[config.mk]
export PLATFORM = sky130hd
export DESIGN_NAME = uart_rx_fifo
export DESIGN_NICKNAME = d
export VERILOG_FILES = /design/src/rtl/uart_pkg.sv /design/src/rtl/uart_sync_fifo.sv /design/src/rtl/uart_rx_fifo.sv
export SDC_FILE = /design/constraint.sdc
export NUM_CORES = 1
export LEC_CHECK = 0
export ABC_AREA = 1
export CORE_ASPECT_RATIO = 1.75
export CORE_MARGIN = 2
export CORE_UTILIZATION = 40
export DETAILED_ROUTE_END_ITERATION = 8
export GPL_ROUTABILITY_DRIVEN = 0
export HOLD_SLACK_MARGIN = 0.08
export PLACE_DENSITY = 0.59
export SYNTH_ARGS = -nofsm -noshare
export SYNTH_HDL_FRONTEND = slang
export SYNTH_SLANG_ARGS = --single-unit
[constraint.sdc]
create_clock -name clk_i -period 1.6 [get_ports clk_i]
set_input_delay 0.16 -clock clk_i [delete_from_list [all_inputs] [get_ports clk_i]]
set_output_delay 0.16 -clock clk_i [all_outputs]
set_load 0.02 [all_outputs]
[src/rtl/uart_pkg.sv]
// Shared UART definitions: receiver FSM states, bit-timing and parity helpers.
package uart_pkg;

  typedef enum logic [2:0] {
    IDLE,
    START,
    DATA,
    PARITY,
    STOP
  } uart_rx_state_e;

  function automatic int unsigned clocks_per_bit(int unsigned clock_frequency,
                                                 int unsigned baud_rate);
    return clock_frequency / baud_rate;
  endfunction

  // XOR of up to 9 data bits; narrower words are zero-extended by the caller.
  function automatic logic parity_of(logic [8:0] data);
    return ^data;
  endfunction

endpackage

[src/rtl/uart_sync_fifo.sv]
// Synchronous FIFO with wrap-bit pointers and combinational read data at the head.
module uart_sync_fifo #(
  parameter int unsigned Width = 9,
  parameter int unsigned Depth = 4
) (
  input  logic             clk_i,
  input  logic             rst_ni,
  input  logic             push_i,
  input  logic [Width-1:0] wdata_i,
  input  logic             pop_i,
  output logic [Width-1:0] rdata_o,
  output logic             full_o,
  output logic             empty_o
);

  localparam int unsigned PtrW = $clog2(Depth);

  logic [Width-1:0] mem_q [Depth];
  logic [PtrW:0]    wr_q, rd_q;
  logic             push_ok, pop_ok;

  assign empty_o = (wr_q == rd_q);
  assign full_o  = (wr_q[PtrW] != rd_q[PtrW]) && (wr_q[PtrW-1:0] == rd_q[PtrW-1:0]);
  assign rdata_o = mem_q[rd_q[PtrW-1:0]];

  // A pop in the same cycle frees the slot, so a push into a full FIFO is accepted.
  assign pop_ok  = pop_i && !empty_o;
  assign push_ok = push_i && (!full_o || pop_ok);

  always_ff @(posedge clk_i or negedge rst_ni) begin
    if (!rst_ni) begin
      wr_q <= '0;
      rd_q <= '0;
      for (int i = 0; i < int'(Depth); i++) mem_q[i] <= '0;
    end else begin
      if (push_ok) begin
        mem_q[wr_q[PtrW-1:0]] <= wdata_i;
        wr_q                  <= wr_q + (PtrW+1)'(1);
      end
      if (pop_ok) rd_q <= rd_q + (PtrW+1)'(1);
    end
  end

endmodule

[src/rtl/uart_rx_fifo.sv]
// UART receiver with mid-bit sampling and a receive FIFO on a valid/ready port.
// Optional parity bit and check compiled in with UART_RX_PARITY_EN.
module uart_rx_fifo
  import uart_pkg::*;
#(
  parameter int unsigned ClockFrequency = 12_000_000,
  parameter int unsigned BaudRate       = 9_600,
  parameter int unsigned DataBits       = 8,
  parameter int unsigned FifoDepth      = 4,
  parameter int unsigned ParityOdd      = 0
) (
  input  logic                clk_i,
  input  logic                rst_ni,
  input  logic                rx_i,
  output logic [DataBits-1:0] data_o,
  output logic                err_o,
  output logic                valid_o,
  input  logic                ready_i,
  output logic                overrun_o,
  output logic                busy_o
);

  localparam int unsigned ClocksPerBit = clocks_per_bit(ClockFrequency, BaudRate);
  localparam int unsigned CntW         = $clog2(ClocksPerBit);
  localparam int unsigned IdxW         = $clog2(DataBits);
  localparam logic [CntW-1:0] HalfLoad = CntW'(ClocksPerBit / 2 - 1);
  localparam logic [CntW-1:0] FullLoad = CntW'(ClocksPerBit - 1);
  localparam logic [IdxW-1:0] LastIdx  = IdxW'(DataBits - 1);

  uart_rx_state_e      state_q, state_d;
  logic [CntW-1:0]     cnt_q, cnt_d;
  logic [IdxW-1:0]     idx_q, idx_d;
  logic [DataBits-1:0] data_q, data_d;
  logic                wait_high_q, wait_high_d;
  logic                rx_meta_q, rx_s;
  logic                push, fifo_full, fifo_empty;
  logic                par_err_q;
  logic [DataBits:0]   push_word;

`ifdef UART_RX_PARITY_EN
  logic par_err_d;
`else
  logic unused_parity_cfg;
  assign unused_parity_cfg = 1'(ParityOdd);
  assign par_err_q         = 1'b0;
`endif

  // Two-flop synchronizer, idle-high at reset.
  always_ff @(posedge clk_i or negedge rst_ni) begin
    if (!rst_ni) begin
      rx_meta_q <= 1'b1;
      rx_s      <= 1'b1;
    end else begin
      rx_meta_q <= rx_i;
      rx_s      <= rx_meta_q;
    end
  end

  always_ff @(posedge clk_i or negedge rst_ni) begin
    if (!rst_ni) begin
      state_q     <= IDLE;
      cnt_q       <= '0;
      idx_q       <= '0;
      data_q      <= '0;
      wait_high_q <= 1'b0;
`ifdef UART_RX_PARITY_EN
      par_err_q   <= 1'b0;
`endif
    end else begin
      state_q     <= state_d;
      cnt_q       <= cnt_d;
      idx_q       <= idx_d;
      data_q      <= data_d;
      wait_high_q <= wait_high_d;
`ifdef UART_RX_PARITY_EN
      par_err_q   <= par_err_d;
`endif
    end
  end

  // Next-state and datapath; every sample happens when the bit counter expires.
  always_comb begin
    state_d     = state_q;
    cnt_d       = cnt_q;
    idx_d       = idx_q;
    data_d      = data_q;
    wait_high_d = wait_high_q;
    push        = 1'b0;
`ifdef UART_RX_PARITY_EN
    par_err_d   = par_err_q;
`endif
    if (state_q != IDLE && cnt_q != '0) cnt_d = cnt_q - CntW'(1);
    case (state_q)
      IDLE: begin
        if (wait_high_q) begin
          if (rx_s) wait_high_d = 1'b0;
        end else if (!rx_s) begin
          cnt_d   = HalfLoad;
          state_d = START;
        end
      end
      START: begin
        if (cnt_q == '0) begin
          if (rx_s) begin
            state_d = IDLE;
          end else begin
            cnt_d   = FullLoad;
            idx_d   = '0;
            state_d = DATA;
`ifdef UART_RX_PARITY_EN
            par_err_d = 1'b0;
`endif
          end
        end
      end
      DATA: begin
        if (cnt_q == '0) begin
          data_d[idx_q] = rx_s;
          cnt_d         = FullLoad;
          if (idx_q == LastIdx) begin
`ifdef UART_RX_PARITY_EN
            state_d = PARITY;
`else
            state_d = STOP;
`endif
          end else begin
            idx_d = idx_q + IdxW'(1);
          end
        end
      end
`ifdef UART_RX_PARITY_EN
      PARITY: begin
        if (cnt_q == '0) begin
          par_err_d = (parity_of(9'(data_q)) ^ rx_s) != 1'(ParityOdd);
          cnt_d     = FullLoad;
          state_d   = STOP;
        end
      end
`endif
      STOP: begin
        if (cnt_q == '0) begin
          push        = 1'b1;
          wait_high_d = !rx_s;
          state_d     = IDLE;
        end
      end
      default: state_d = IDLE;
    endcase
  end

  assign push_word = {!rx_s | par_err_q, data_q};

  uart_sync_fifo #(
    .Width (DataBits + 1),
    .Depth (FifoDepth)
  ) u_fifo (
    .clk_i   (clk_i),
    .rst_ni  (rst_ni),
    .push_i  (push),
    .wdata_i (push_word),
    .pop_i   (ready_i),
    .rdata_o ({err_o, data_o}),
    .full_o  (fifo_full),
    .empty_o (fifo_empty)
  );

  assign valid_o = !fifo_empty;
  assign busy_o  = (state_q != IDLE);

  // Drop pulse: a full FIFO can only take the frame if the head pops this cycle.
  always_ff @(posedge clk_i or negedge rst_ni) begin
    if (!rst_ni) overrun_o <= 1'b0;
    else         overrun_o <= push && fifo_full && !ready_i;
  end

endmodule
==> results by group <==
GRT
  • Vias in the first global route: between 3000 and 4000
  • Overflow left after global routing: 0
  • Global-route wire length before repair: roughly 16000 um
  • Largest net degree at the start of global routing: 42
  • GRT Resource Usage Total: 20.5%
  • Antenna violations before repair: 0

Pwr
  • P_leak: around 2.5 nW
  • Worst IR drop on VDD: around 0.00069 V
  • Design Power: between 0.005 and 0.006 W
  • Power per cell area: roughly 1100 mW/mm^2

Synth
  • Largest family of logic cells by synthesized area: simple AND/OR/NAND/NOR gates
  • Yosys cell types: 29
  • Area contributors post-synth: dfrtp_1 (47%), nand2_1 (15%), nand3_1 (7.8%), nor2_1 (4.4%), o21ai_0 (4.4%)
  • Ys Warns: 0
  • Post-synthesis mux area share: 0%
  • Simple-Gate Fraction of Synth Area: a little under a third
  • Synth area leader: dfrtp_1
  • Gate Count Post-Synth: between 400 and 500
  • Syn Std Cell Area: ~0.0037 mm^2
  • Mean post-synth cell area: 7.84 um^2
  • Seq cells post-synth: 71
  • Post-synthesis compound-gate area fraction: 8.58%
  • Synth Area in Adders: under 10%
  • Xor/xnor cell area share of the yosys netlist: around 1.9%
  • Syn_nets: between 400 and 500
  • Register area share after synthesis: 48.6%
  • Share of Yosys cell area claimed by the top area cell type: between 40% and 50%

Clock network
  • CTS tree: built
  • Clk_lat worst skew: ~0.34 ns
  • H-Tree Depth: 3
  • Root buffer cell: clkbuf_16
  • CTS buffer count: 9
  • Max Root-Sink Buffers: 2
  • Sink Count: slightly above 70
  • Worst-path clk slew: roughly 0.06 ns

Routing
  • Total number of vias: approximately 3300
  • Wire per inst: roughly 14 um
  • 1st-pass router iterations: 4
  • Post-Route WL: between 9000 and 10000 um
  • Post-DR vias/cell: between 4 and 5
  • Drt drc: 0
  • ANT nets after route: 0
  • Initial detailed-routing violation count: 249

Placement
  • Placed cell area: approximately 0.0044 mm^2
  • PortBufs: 15
  • HPWL Detailed: approximately 6900 um

STA
  • Worst-margin pin slew: roughly 0.48 ns
  • Final min period: 1.65 ns
  • Number of hold violations in the final report: 0
  • Setup ws final: -0.0477 ns
  • Unrepaired setup endpoints after global routing: yes
  • Fin crit share: 103%
  • Clock Skews: between 0.007 and 0.008 ns
  • FMAX: slightly above 0.6 GHz
  • # setup viols final: 36
  • Final Max Tran Viols: 0
  • Hold slack final: about 0.22 ns
  • Rel. slew slack: 68.2%

Final layout
  • Antenna diodes: 0
  • Commonest non-fill, non-tap cell in the layout: nand2_1
  • Commonest cells after routing, fill and taps aside: nand2_1 (127), dfrtp_1 (69), buf_4 (60)
  • Area Growth Syn to Fin: 36.5%
  • Design area: between 0.004 and 0.005 mm^2
  • Post-route core utilization: between 50% and 60%
  • Final #Nets: 558
  • Layout cells sized above 1: roughly 28%

Setup path
  • Top delay family on crit path: simple AND/OR/NAND/NOR gates
  • Max incr delay on CP: ~0.4 ns
  • Worst Path Max Fanout: 9
  • CP cell instances: inv_2 -> ha_4 -> nand3_4 -> nor2_4 -> nand3_4 -> nor2_4 -> buf_12 -> nand2_8 -> nand2_1 -> nand2_1
  • Crit path kind: register to register
  • Crit path capture type: register
  • Critical path launch point type: register
  • WP buf/inv: 2
  • WP data required: ~1.8 ns
  • Crit path arrival time: about 1.9 ns
  • Slowest CP cell: dfrtp_1

Floorplanning
  • CORE AREA: 0.00898 mm^2
  • Ports: 16
  • Die area: 0.00996 mm^2
  • Starting Density: 40.8%
  • Die H: 131 um
  • Rows: 46
  • Die width: 76.3 um

Run status
  • Failing checks: setup timing
  • Status: finished with violations

Min path
  • Worst hold path type: input port to register

Run
  • MaxCap Viol Count: 0
kinds of logic (layout without fill, tap and decap cells):
logic type,count (synthesis),count (layout)
DFF,71,71
xor gates and xnor gates,8,8
buffers and inverters,55,137
and+or+nand+nor,266,267
AOI/OAI and AO/OA,58,58
adders and majority gates,9,9
registers in the layout, indices dropped and copies added (netlist names):
signal / cells
state_q: 3
wait_high_q: 1
u_fifo.wr_q: 3
cnt_q: 11
overrun_o: 1
u_fifo.rd_q: 3
rx_s: 1
data_q: 8
rx_meta_q: 1
idx_q: 3
u_fifo.mem_q: 36
layer usage:
layer | global-route usage (%) | vias to the layer above | share of wire, %
li1 | - | 1678 | -
met1 | 21.6 | 1576 | 38
met2 | 38.8 | 67 | 57
met3 | 3.30 | 18 | 3.1
met4 | 11.3 | 0 | 2.1
met5 | 0 | - | 0
per-stage QoR:
| step | worst slack [ns] | TNS, ns | instances |
|---|---|---|---|
| after floorplan | 0.0291 | 0 | 467 |
| after global placement | -0.0739 | -1.48 | 643 |
| after detailed placement | -0.111 | -2.00 | 643 |
| after CTS | -0.0392 | -0.468 | 662 |
| after global routing | -0.163 | -5.89 | 670 |
| final | -0.0477 | -0.860 | 670 |
Yosys cell counts, drive strengths merged:
master,count
nand2,148
dfrtp,69
nand3,58
nor2,48
inv,39
o21ai,38
clkbuf,9
ha,9
o22ai,9
nand4,8
buf,7
a21oi,6
xor2,6
nor3,4
o21bai,3
dfstp,2
xnor2,2
a21boi,1
o211ai,1
timing repair:
action | in CTS | in global routing
endpoints found under the setup margin | 49 | 69
gates cloned | 0 | 1
hold buffers | 1 | 0
pin swaps | 1 | 15
resized for setup | 51 | 70
setup buffers | 2 | 7
hold endpoints to repair | 14 | 0
where the power goes:
part,switching [W],internal [W]
Clock,0.000808,0.00141
Combinational,0.000845,0.000634
Sequential,0.0000365,0.00184
Total,0.00169,0.00389
cell type report:
class                           instances  area [um^2]
Clock buffer                           10          239
Clock inverter                          6         92.6
Fill cell                             829         3980
Inverter                               39          146
Multi-Input combinational cell        342         1890
Sequential cell                        71         1780
Tap cell                              120          150
Timing Repair Buffer                   82          704
path summary, 6_finish.rpt:
check,start,endpoint,slack [ns],cells after the start
setup / recovery,cnt_q[0]$_DFF_PN0_,u_fifo.mem_q[8]$_DFFE_PN0P_,-0.05,10
hold / removal,rx_i,rx_meta_q$_DFF_PN1_,0.22,1
setup reg to reg,cnt_q[0]$_DFF_PN0_,u_fifo.mem_q[8]$_DFFE_PN0P_,-0.05,10
hold reg to reg,rx_meta_q$_DFF_PN1_,rx_s$_DFF_PN1_,0.35,0
max in group asynchronous,rst_ni,cnt_q[5]$_DFF_PN0_,0.75,3
min in group asynchronous,rst_ni,u_fifo.mem_q[10]$_DFFE_PN0P_,0.28,2
No activity file was read; power rests on OpenSTA's default activity.
